File: config.mk
export PLATFORM = sky130hd
export DESIGN_NAME = alu_share_arbiter
export DESIGN_NICKNAME = d
export VERILOG_FILES = /design/src/rtl/alu_share_arbiter.sv
export SDC_FILE = /design/constraint.sdc
export NUM_CORES = 1
export LEC_CHECK = 0
export BUFFER_PORTS_ARGS = -buffer_cell sky130_fd_sc_hd__buf_4
export CAP_MARGIN = 20
export CORE_ASPECT_RATIO = 0.6
export CORE_MARGIN = 1
export CORE_UTILIZATION = 40
export DETAILED_ROUTE_END_ITERATION = 6
export PLACE_DENSITY = 0.74
export SLEW_MARGIN = 20
export SYNTH_ARGS = -nofsm -noshare
export SYNTH_HDL_FRONTEND = slang
export SYNTH_SLANG_ARGS = --single-unit
File: constraint.sdc
create_clock -name clk -period 1.1 [get_ports clk]
set_input_delay 0.165 -clock clk [delete_from_list [all_inputs] [get_ports clk]]
set_output_delay 0.165 -clock clk [all_outputs]
set_load 0.005 [all_outputs]
File: src/rtl/alu_share_arbiter.sv
// Round-robin arbiter sharing one external 4-bit ALU between two requesters.
// Optional per-requester grant counters are enabled with ALU_ARB_STATS_EN.
module alu_share_arbiter #(
  parameter int WIDTH = 4,
  parameter int CNT_W = 8
) (
  input  logic             clk,
  input  logic             rst_n,
  input  logic             req0_valid,
  output logic             req0_ready,
  input  logic [WIDTH-1:0] req0_a,
  input  logic [WIDTH-1:0] req0_b,
  input  logic [1:0]       req0_sel,
  input  logic             req1_valid,
  output logic             req1_ready,
  input  logic [WIDTH-1:0] req1_a,
  input  logic [WIDTH-1:0] req1_b,
  input  logic [1:0]       req1_sel,
  output logic [WIDTH-1:0] alu_a,
  output logic [WIDTH-1:0] alu_b,
  output logic [1:0]       alu_sel,
  input  logic [WIDTH-1:0] alu_result,
  input  logic             alu_carry,
  output logic             rsp_valid,
  output logic             rsp_id,
  output logic [WIDTH-1:0] rsp_result,
  output logic             rsp_carry,
  output logic             busy,
`ifdef ALU_ARB_STATS_EN
  output logic [CNT_W-1:0] grant_cnt0,
  output logic [CNT_W-1:0] grant_cnt1,
`endif
  output logic [1:0]       dbg_state
);

  // Handshake: a request is accepted on the rising edge where reqN_valid && reqN_ready.
  // ready is combinational and only ever high for the IDLE-state winner.
  typedef enum logic [1:0] {IDLE = 2'd0, EXEC = 2'd1, RESP = 2'd2} state_t;

  state_t           state_q, state_d;
  logic             last_q, last_d;
  logic             id_q, id_d;
  logic [WIDTH-1:0] alu_a_q, alu_a_d, alu_b_q, alu_b_d;
  logic [1:0]       alu_sel_q, alu_sel_d;
  logic             rsp_valid_q, rsp_valid_d, rsp_id_q, rsp_id_d;
  logic [WIDTH-1:0] rsp_result_q, rsp_result_d;
  logic             rsp_carry_q, rsp_carry_d;
  logic             busy_q, busy_d;
`ifdef ALU_ARB_STATS_EN
  logic [CNT_W-1:0] cnt0_q, cnt0_d, cnt1_q, cnt1_d;
`endif
  logic             win_any, win_id;

  always_comb begin
    win_any = req0_valid | req1_valid;
    // On a tie the requester that was not granted last time wins.
    win_id  = (req0_valid && req1_valid) ? ~last_q : req1_valid;
  end

  assign req0_ready = (state_q == IDLE) && win_any && !win_id;
  assign req1_ready = (state_q == IDLE) && win_any && win_id;

  always_comb begin
    state_d      = state_q;
    last_d       = last_q;
    id_d         = id_q;
    alu_a_d      = alu_a_q;
    alu_b_d      = alu_b_q;
    alu_sel_d    = alu_sel_q;
    rsp_valid_d  = 1'b0;
    rsp_id_d     = rsp_id_q;
    rsp_result_d = rsp_result_q;
    rsp_carry_d  = rsp_carry_q;
`ifdef ALU_ARB_STATS_EN
    cnt0_d       = cnt0_q;
    cnt1_d       = cnt1_q;
`endif
    case (state_q)
      IDLE: begin
        if (win_any) begin
          alu_a_d   = win_id ? req1_a   : req0_a;
          alu_b_d   = win_id ? req1_b   : req0_b;
          alu_sel_d = win_id ? req1_sel : req0_sel;
          id_d      = win_id;
          last_d    = win_id;
          state_d   = EXEC;
`ifdef ALU_ARB_STATS_EN
          if (win_id) cnt1_d = cnt1_q + 1'b1;
          else        cnt0_d = cnt0_q + 1'b1;
`endif
        end
      end
      EXEC: begin
        rsp_result_d = alu_result;
        rsp_carry_d  = alu_carry;
        rsp_id_d     = id_q;
        rsp_valid_d  = 1'b1;
        state_d      = RESP;
      end
      RESP:    state_d = IDLE;
      default: state_d = IDLE;
    endcase
    busy_d = (state_d != IDLE);
  end

  always_ff @(posedge clk or negedge rst_n) begin
    if (!rst_n) begin
      state_q      <= IDLE;
      last_q       <= 1'b1;
      id_q         <= 1'b0;
      alu_a_q      <= '0;
      alu_b_q      <= '0;
      alu_sel_q    <= 2'b00;
      rsp_valid_q  <= 1'b0;
      rsp_id_q     <= 1'b0;
      rsp_result_q <= '0;
      rsp_carry_q  <= 1'b0;
      busy_q       <= 1'b0;
`ifdef ALU_ARB_STATS_EN
      cnt0_q       <= '0;
      cnt1_q       <= '0;
`endif
    end else begin
      state_q      <= state_d;
      last_q       <= last_d;
      id_q         <= id_d;
      alu_a_q      <= alu_a_d;
      alu_b_q      <= alu_b_d;
      alu_sel_q    <= alu_sel_d;
      rsp_valid_q  <= rsp_valid_d;
      rsp_id_q     <= rsp_id_d;
      rsp_result_q <= rsp_result_d;
      rsp_carry_q  <= rsp_carry_d;
      busy_q       <= busy_d;
`ifdef ALU_ARB_STATS_EN
      cnt0_q       <= cnt0_d;
      cnt1_q       <= cnt1_d;
`endif
    end
  end

  assign alu_a      = alu_a_q;
  assign alu_b      = alu_b_q;
  assign alu_sel    = alu_sel_q;
  assign rsp_valid  = rsp_valid_q;
  assign rsp_id     = rsp_id_q;
  assign rsp_result = rsp_result_q;
  assign rsp_carry  = rsp_carry_q;
  assign busy       = busy_q;
  assign dbg_state  = state_q;
`ifdef ALU_ARB_STATS_EN
  assign grant_cnt0 = cnt0_q;
  assign grant_cnt1 = cnt1_q;
`endif

endmodule

# Yosys cells after proc, flatten, opt, wreduce, memory -nomap -nowiden
# Index checks and enable logic that the tools add are counted.
# W data, S select, Z words.
# classes
n_eq_ne	1
muxes	7
bitwise	2
n_reduce_logical	8
# op_table
cell	count
$mux W4	2
$logic_and A1 B1 Y1	4
$mux W2	2
$pmux W2 S2	1
$eq A2 B1 Y1 const B	1
$logic_not A2 Y1	1
$mux W1	2
$reduce_and A2 Y1	1
$reduce_bool A2 Y1	1
$logic_not A1 Y1	1
$not A1 Y1	1
$or A1 B1 Y1	1
# word_totals
ff_bits	22
input_bits	29
out_inout_bits	22

# Logic depth before layout (Yosys ltp)
# Gate-level depths: netlist of the first run.
# depth
depth_word	4
ltp_mapped	4
mapped_depth_nobuf	3

# Least setup slack after synthesis of the first run
# Ideal clock, no wire load.
# synth_timing
path_type	register to register
from	reg, netlist name rsp_valid
to	reg alu_a_q[0] (netlist: alu_a[0])
setup_time_ps	130
t_arrival_ps	1034
required_time_ps	970
path_slack_ps	-64
stages_incl_launch_ff	5
synth_period_minus_slack_ps	1164
cell_sequence	dfrtp_1 or2_4 buf_6 o21ai_2 o221ai_2
# synth_rtl
element	line	text
end signal: assignment	127	alu_a_q <= alu_a_d;
end: declaration	43	logic [WIDTH-1:0] alu_a_q, alu_a_d, alu_b_q, alu_b_d;

# Final worst setup path of the first run
# layout_timing
from	reg last_q
to	out req0_ready
# layout_between
elab_chain_cells	4
# layout_lines
element	line	text
start: declaration	41	logic last_q, last_d;
start signal: assignment	125	last_q <= last_d;
$not A1 Y1	57	win_id = (req0_valid && req1_valid) ? ~last_q : req1_valid;
$mux W1	57	
$logic_not A1 Y1	60	assign req0_ready = (state_q == IDLE) && win_any && !win_id;
$logic_and A1 B1 Y1	60	
end: declaration	10	output logic req0_ready,
# No other way between the ends.

==> results of run 1 <==
==> worst reg2reg max path, cell delays in order (launching register included) <==
cell and delay (ps):
dfrtp_2 460, or2_4 360, o21ai_1 210, o221ai_2 110
==> sequential cells by signal, summed over array words and instances, names as in the netlist, 2 cells and up <==
name / cells
alu_a: 4
rsp_result: 4
alu_b: 4
alu_sel: 2
==> cell usage after synthesis <==
library cell  number  area, sq um
o21ai_2            8         70.1
o221ai_1           2         17.5
nand2b_1           1         6.26
mux2_1             6         67.6
o21ai_0            1         5.00
nand3_1            1         5.00
o21ai_1            3         15.0
inv_1             22         82.6
buf_4              1         7.51
nor2b_1            1         6.26
nand2_1            3         11.3
dfrtp_1           20          500
nor2_2             1         6.26
buf_6              3         33.8
or2_4              1         8.76
nor2_1             2         7.51
dfstp_2            1         26.3
o221ai_2           8          120
buf_2              2         10.0
nand3_2            1         10.0
or2_1              1         6.26
==> per-layer routing <==
| metal | global-route usage (%) | part of all wire [%] |
|---|---|---|
| met5 | 0 | 0 |
| met4 | 9.04 | 1.3 |
| met3 | 6.94 | 7.1 |
| met2 | 35.3 | 50 |
| met1 | 23.9 | 41 |
==> path summary, 6_finish.rpt <==
check,startpoint,end,depth (start not counted)
setup / recovery,last_q,req0_ready,4
hold / removal,alu_result[3],rsp_result[3],2
setup reg to reg,rsp_valid,alu_b[2],3
hold reg to reg,id_q,id_q,2
max in group asynchronous,rst_n,last_q,2
min in group asynchronous,rst_n,alu_a[0],2
==> report_power, final <==
group          switching [mW]  internal, mW
logic                   0.912          1.39
registers               0.290          1.18
clock network           0.237         0.258
==> repair_timing <==
action,CTS,global route
setup buffers,5,0
setup endpoints to repair,20,23
hold buffers,1,0
endpoints found under the hold margin,20,0
gates resized for setup,28,7
pin swaps,8,1
==> cell families after synthesis <==
family | Yosys count | synth area share, %
buffers and inverters | 28 | 13.1
muxes | 6 | 6.60
and+or+nand+nor | 12 | 6.60
AOI/OAI and AO/OA | 22 | 22.2
DFF | 21 | 51.5
==> per-stage QoR <==
stage          setup WS (ps)  instance area [sq um]
2_1_floorplan          -23.7                   1030
3_3_place_gp           -71.8                   1450
3_5_place_dp           -93.4                   1450
4_1_cts                 -203                   1630
5_1_grt                 -264                   1650
6_report                -213                   1650
==> layout make-up <==
| type | count | area (sq um) |
|---|---|---|
| fillers | 157 | 641 |
| clock buffers | 4 | 45.0 |
| inverters | 22 | 82.6 |
| multi-input cells | 40 | 445 |
| flip-flops and latches | 21 | 529 |
| repair buffers | 62 | 513 |
| well taps | 30 | 37.5 |
==> results.toml, run 1 <==
[run_status]
status = "finished, violations left"
violations = "setup timing"

[floorplanning]
die-width_um = 67.3
row_count = 13
pin_count = 51
die_h_um = 41.2
initial_core_util_pct = 44.6
fp.dieArea_sq_mm = 0.00277
core_area_sq_mm = 0.00229

[clocking]
cts_tree = "built"
root_buffer = "clkbuf_8"
cts_made_buffers = 3
cts_sinks = 21
cts.path.max_buffers = 2
cts_max_level = 1
clk_pin_slew_ps = 70
insertion_delay_ps = 260

[critical_path]
crit_buf_inv = 2
slowest_stage = "dfstp_2"
cp_data_arrival_time_ps = 1150
worstSetupStartpointType = "flop"
path_delay_family = "flip-flops"
cp_max_fo = 3
worstSetupEndpointType = "primary output"
critPathRequiredTime_ps = 940
rrSetupSlack_ps = -160
path_cells = "nand2b_4 -> nand3_4 -> inv_2 -> buf_6"
crit_type = "reg2out"
slowest_delay_ps = 540

[final_layout]
fin_nets = 179
n_antenna_cell = 0
fin_cells = 179
layout_commonest_cell = "buf_4"
final_core_utilization_pct = 72.1
drive_gt1_share_pct = 68.5
final_cell_mix = "buf_4 (50), inv_1 (20), dfrtp_1 (18), buf_6 (10)"
area_growth_pct = 61.5

[power_and_ir_drop]
p_per_area_mw_per_mm2 = 2580
p_total_mw = 4.26
p_leak_nw = 0.842
irDropWorstVdd_mv = 1.04

[timing]
post-route-period-util_pct = 119
finalSetupTns_ps = -2160
timing.fmax_mhz = 762
slew_viol_final = 0
period_minus_slack_ps = 1310
final_hold_viol_count = 0
worst_slack_ps = -213
holdWs_ps = 134
relSlewSlack_pct = 82.3
max_slew.worst_pin.slew_ps = 266
setup_viol = 23
fin_worst_skew_ps = 0.977
rsz0062_at_grt = "yes"

[logic_synthesis]
ys_warn_count = 0
synth.net_count = 118
synth.distinct_cells = 21
ys_seq_area_share_pct = 51.5
syn_inst = 89
netlist_area_sq_mm = 0.00102
avgSynthCellArea_sq_um = 11.5
ys_seq_elements = 21

[global_route]
antenna_found_initial = 0
gr-total-overflow = 0
track_usage_pct = 20.4
grt_pass1_vias = 766
grt_max_degree = 22
grt_pass1_wl_mm = 3.75

[place]
port-buffer-count = 50
dpl.hpwl_mm = 1.87
place_inst = 172
place_congestion = 0.791

[routing]
viasPerCell = 4.82
dr.pass1.iters = 4
drc = 0
num_vias = 863
wl_per_cell_um = 14.6
routed_wl_mm = 2.61
drt_iter0_drc = 10
antenna_left = 0

[min_path]
hp-class = "in2reg"

[run]
drv_cap = 0
(Power assumes the default switching activity.)
==> run 2, diff against run 1 <==
--- a/config.mk
+++ b/config.mk
@@ -5,11 +5,11 @@
 export SDC_FILE = /design/constraint.sdc
 export NUM_CORES = 1
 export LEC_CHECK = 0
+export ABC_AREA = 1
 export BUFFER_PORTS_ARGS = -buffer_cell sky130_fd_sc_hd__buf_4
 export CAP_MARGIN = 20
 export CORE_ASPECT_RATIO = 0.6
-export CORE_MARGIN = 1
-export CORE_UTILIZATION = 40
+export CORE_UTILIZATION = 39
 export DETAILED_ROUTE_END_ITERATION = 6
 export PLACE_DENSITY = 0.74
 export SLEW_MARGIN = 20
==> run 2 against run 1 <==
- the flow still finishes with violations (setup timing)
- synthesized cell count up 37%
- sequential power down 6%
- sequential share of layout area up 1.4 points
- clock power up 1%
- critical path depth unchanged
==> results.toml, run 2 <==
[critical_path]
r2r_end = "alu_sel[1]"
cp-startpoint = "last_q"
rrSetupSlack_ps = -80
path_cells = "nand2_4 -> nand2_4 -> nor2_2 -> buf_4"
cp_max_fo = 3
slowest_delay_ps = 560
critPathRequiredTime_ps = 940
slowest_stage = "dfstp_2"
crit_type = "reg2out"
worstSetupEndpointType = "primary output"
crit_top_cell = "nand2_4"
worstSetupStartpointType = "flop"
crit_buf_inv = 1
r2r.worst_path.cells = 8
r2r_start = "last_q"
cp_data_arrival_time_ps = 1120
path_delay_family = "flip-flops"

[routing]
routed_wl_mm = 2.45
viasPerCell = 4.55
met1Wirelength_mm = 1.15
dr.pass1.iters = 4
drc = 0
drt_iter0_drc = 35
wl_met3_um = 132
top_layer_used = "met4"
antenna_left = 0
wl_per_cell_um = 11.5
wl_met2_mm = 1.15
num_vias = 969

[logic_synthesis]
async_flop_share_pct = 100
ys_warn_count = 0
synth-edff-count = 0
avgSynthCellArea_sq_um = 7.95
synth_top_area_share_pct = 51.6
synth_common_cells = "nand2_1 (75), dfrtp_1 (20), nand3_1 (10)"
ys_seq_area_share_pct = 54.3
synth_top_area_cell = "dfrtp_1"
synth_area_leaders = "dfrtp_1 (52%), nand2_1 (29%), nand3_1 (5.2%)"
ys.flop_type = "dfrtp_1"
syn_inst = 122
synth.most_common_cell = "nand2_1"
synth.distinct_cells = 14
netlist_area_sq_um = 970
synth.net_count = 151
ys_seq_elements = 21

[final_layout]
n_antenna_cell = 0
final_cell_mix = "nand2_1 (60), buf_4 (56), dfrtp_1 (20), nand2_2 (12), nand3_1 (10)"
fin_nets = 213
regArea_sq_um = 527
layout_commonest_cell = "nand2_1"
multi_input_comb_area_sq_um = 430
fin_area_sq_mm = 0.00158
area_growth_pct = 62.5
fillers = 172
final_core_utilization_pct = 69.7
drive_gt1_share_pct = 48.6

[floorplanning]
pin_count = 51
die-width_um = 66.4
row_count = 13
core_area_sq_mm = 0.00226
initial_core_util_pct = 42.9
fp.dieArea_sq_mm = 0.00270
die_h_um = 40.6

[power_and_ir_drop]
p_leak_nw = 0.893
pwr-share-comb_pct = 52.0
p_seq_share_pct = 35.2
p_switching_mw = 1.40
clockPowerShare_pct = 12.8
switching_share_pct = 35.6
irDropWorstVdd_mv = 1.21
p_per_area_mw_per_mm2 = 2490
internal-power_mw = 2.53
p_total_mw = 3.93

[place]
port-buffer-count = 50
dpl.hpwl_mm = 1.79
place_congestion = 0.787
placed_area_sq_mm = 0.00138
dpl_worst_slack_ps = -32.5

[timing]
post-route-period-util_pct = 117
worst_slack_ps = -189
period_minus_slack_ps = 1290
timing.fmax_mhz = 776
setup_viol = 21
rsz0062_at_grt = "yes"
max_slew.worst_pin.slew_ps = 272
fin_worst_skew_ps = 6.15
relSlewSlack_pct = 81.9
slew_viol_final = 0
final_hold_viol_count = 0
finalSetupTns_ps = -1610

[run]
drv_cap = 0

[clocking]
insertion_delay_ps = 260
cts_tree = "built"
cts_max_level = 1
cts.path.max_buffers = 2
cts_sinks = 21
clk_pin_slew_ps = 80
cts_made_buffers = 3
root_buffer = "clkbuf_8"

[run_status]
violations = "setup timing"
status = "finished, violations left"

[min_path]
hold_depth = 3
min_from = "alu_result[1]"
hold_end = "rsp_result[1]"
hp-class = "in2reg"

[global_route]
grt_pass1_wl_mm = 3.89
gr-total-overflow = 0
grt_pass1_vias = 877
track_usage_pct = 20.6
antenna_found_initial = 0
grt_max_degree = 22
-- run 2: changes by cell type after synthesis, moves of 2 or more --
cell	before	now
o221ai_2	8	0
inv_1	22	2
o21ai_2	8	0
mux2_1	6	0
nand2_1	3	75
nand3_1	1	10
o221ai_1	2	0
o21ai_1	3	0
-- run 2: worst max-delay path by stage --
stage	to	slack, ps	depth (start not counted)
finish	req1_ready	-190	4
global route	req1_ready	-260	4
CTS	req1_ready	-190	4
detailed placement	alu_sel[1]	-30	7
global placement	alu_b[3]	-10	7
floorplan	req0_ready	20	4
-- run 2: power groups by stage --
| stage | Combinational [mW] | Sequential [mW] | Clock [mW] |
|---|---|---|---|
| floorplan | 0.860 | 1.39 | 0 |
| global placement | 1.68 | 1.37 | 0 |
| detailed placement | 1.71 | 1.38 | 0 |
| CTS | 1.94 | 1.37 | 0.520 |
| global route | 2.27 | 1.43 | 0.554 |
| finish | 2.04 | 1.38 | 0.502 |
-- run 2: layer usage --
| layer | vias up | global-route usage [%] |
|---|---|---|
| met1 | 443 | 26.0 |
| met3 | 4 | 7.22 |
| met2 | 28 | 34.9 |
| met5 | - | 0 |
| met4 | 0 | 4.79 |
| li1 | 494 | - |
-- run 2: stage by stage --
step           hold WS (ps)  std cells
2_1_floorplan          -131        122
3_3_place_gp           60.2        202
3_5_place_dp           64.2        202
4_1_cts                86.1        212
5_1_grt                91.0        213
6_report               93.5        213
-- run 2: repair_timing --
| item | CTS | global route |
|---|---|---|
| endpoints found under the hold margin | 20 | 0 |
| cloned | 0 | 0 |
| hold buffers | 1 | 0 |
| buffers inserted | 6 | 1 |
| resized for setup | 11 | 19 |
| endpoints found under the setup margin | 12 | 18 |
| pin swaps | 4 | 13 |
-- run 2: area by class of cell --
type	instances	area share (%)
tap	30	2.38
timing repair buffer	64	32.6
inverter	4	1.43
sequential	21	33.4
multi-input combinational	90	27.3
clock buffer	4	2.86
-- run 2: logic make-up after synthesis --
kind of cell,Yosys count,synth area share [%]
simple gates,88,35.6
flops,21,54.3
buf+inv,11,7.87
compound gates,2,2.19
-- run 2: worst register-to-register path: stages (launching register included) --
cell	delay, ps
dfstp_2	560
nand2_4	70
nand2_4	60
buf_6	100
buf_8	120
nand2_4	40
nand2_2	60
nand2_2	40
nand2_1	60
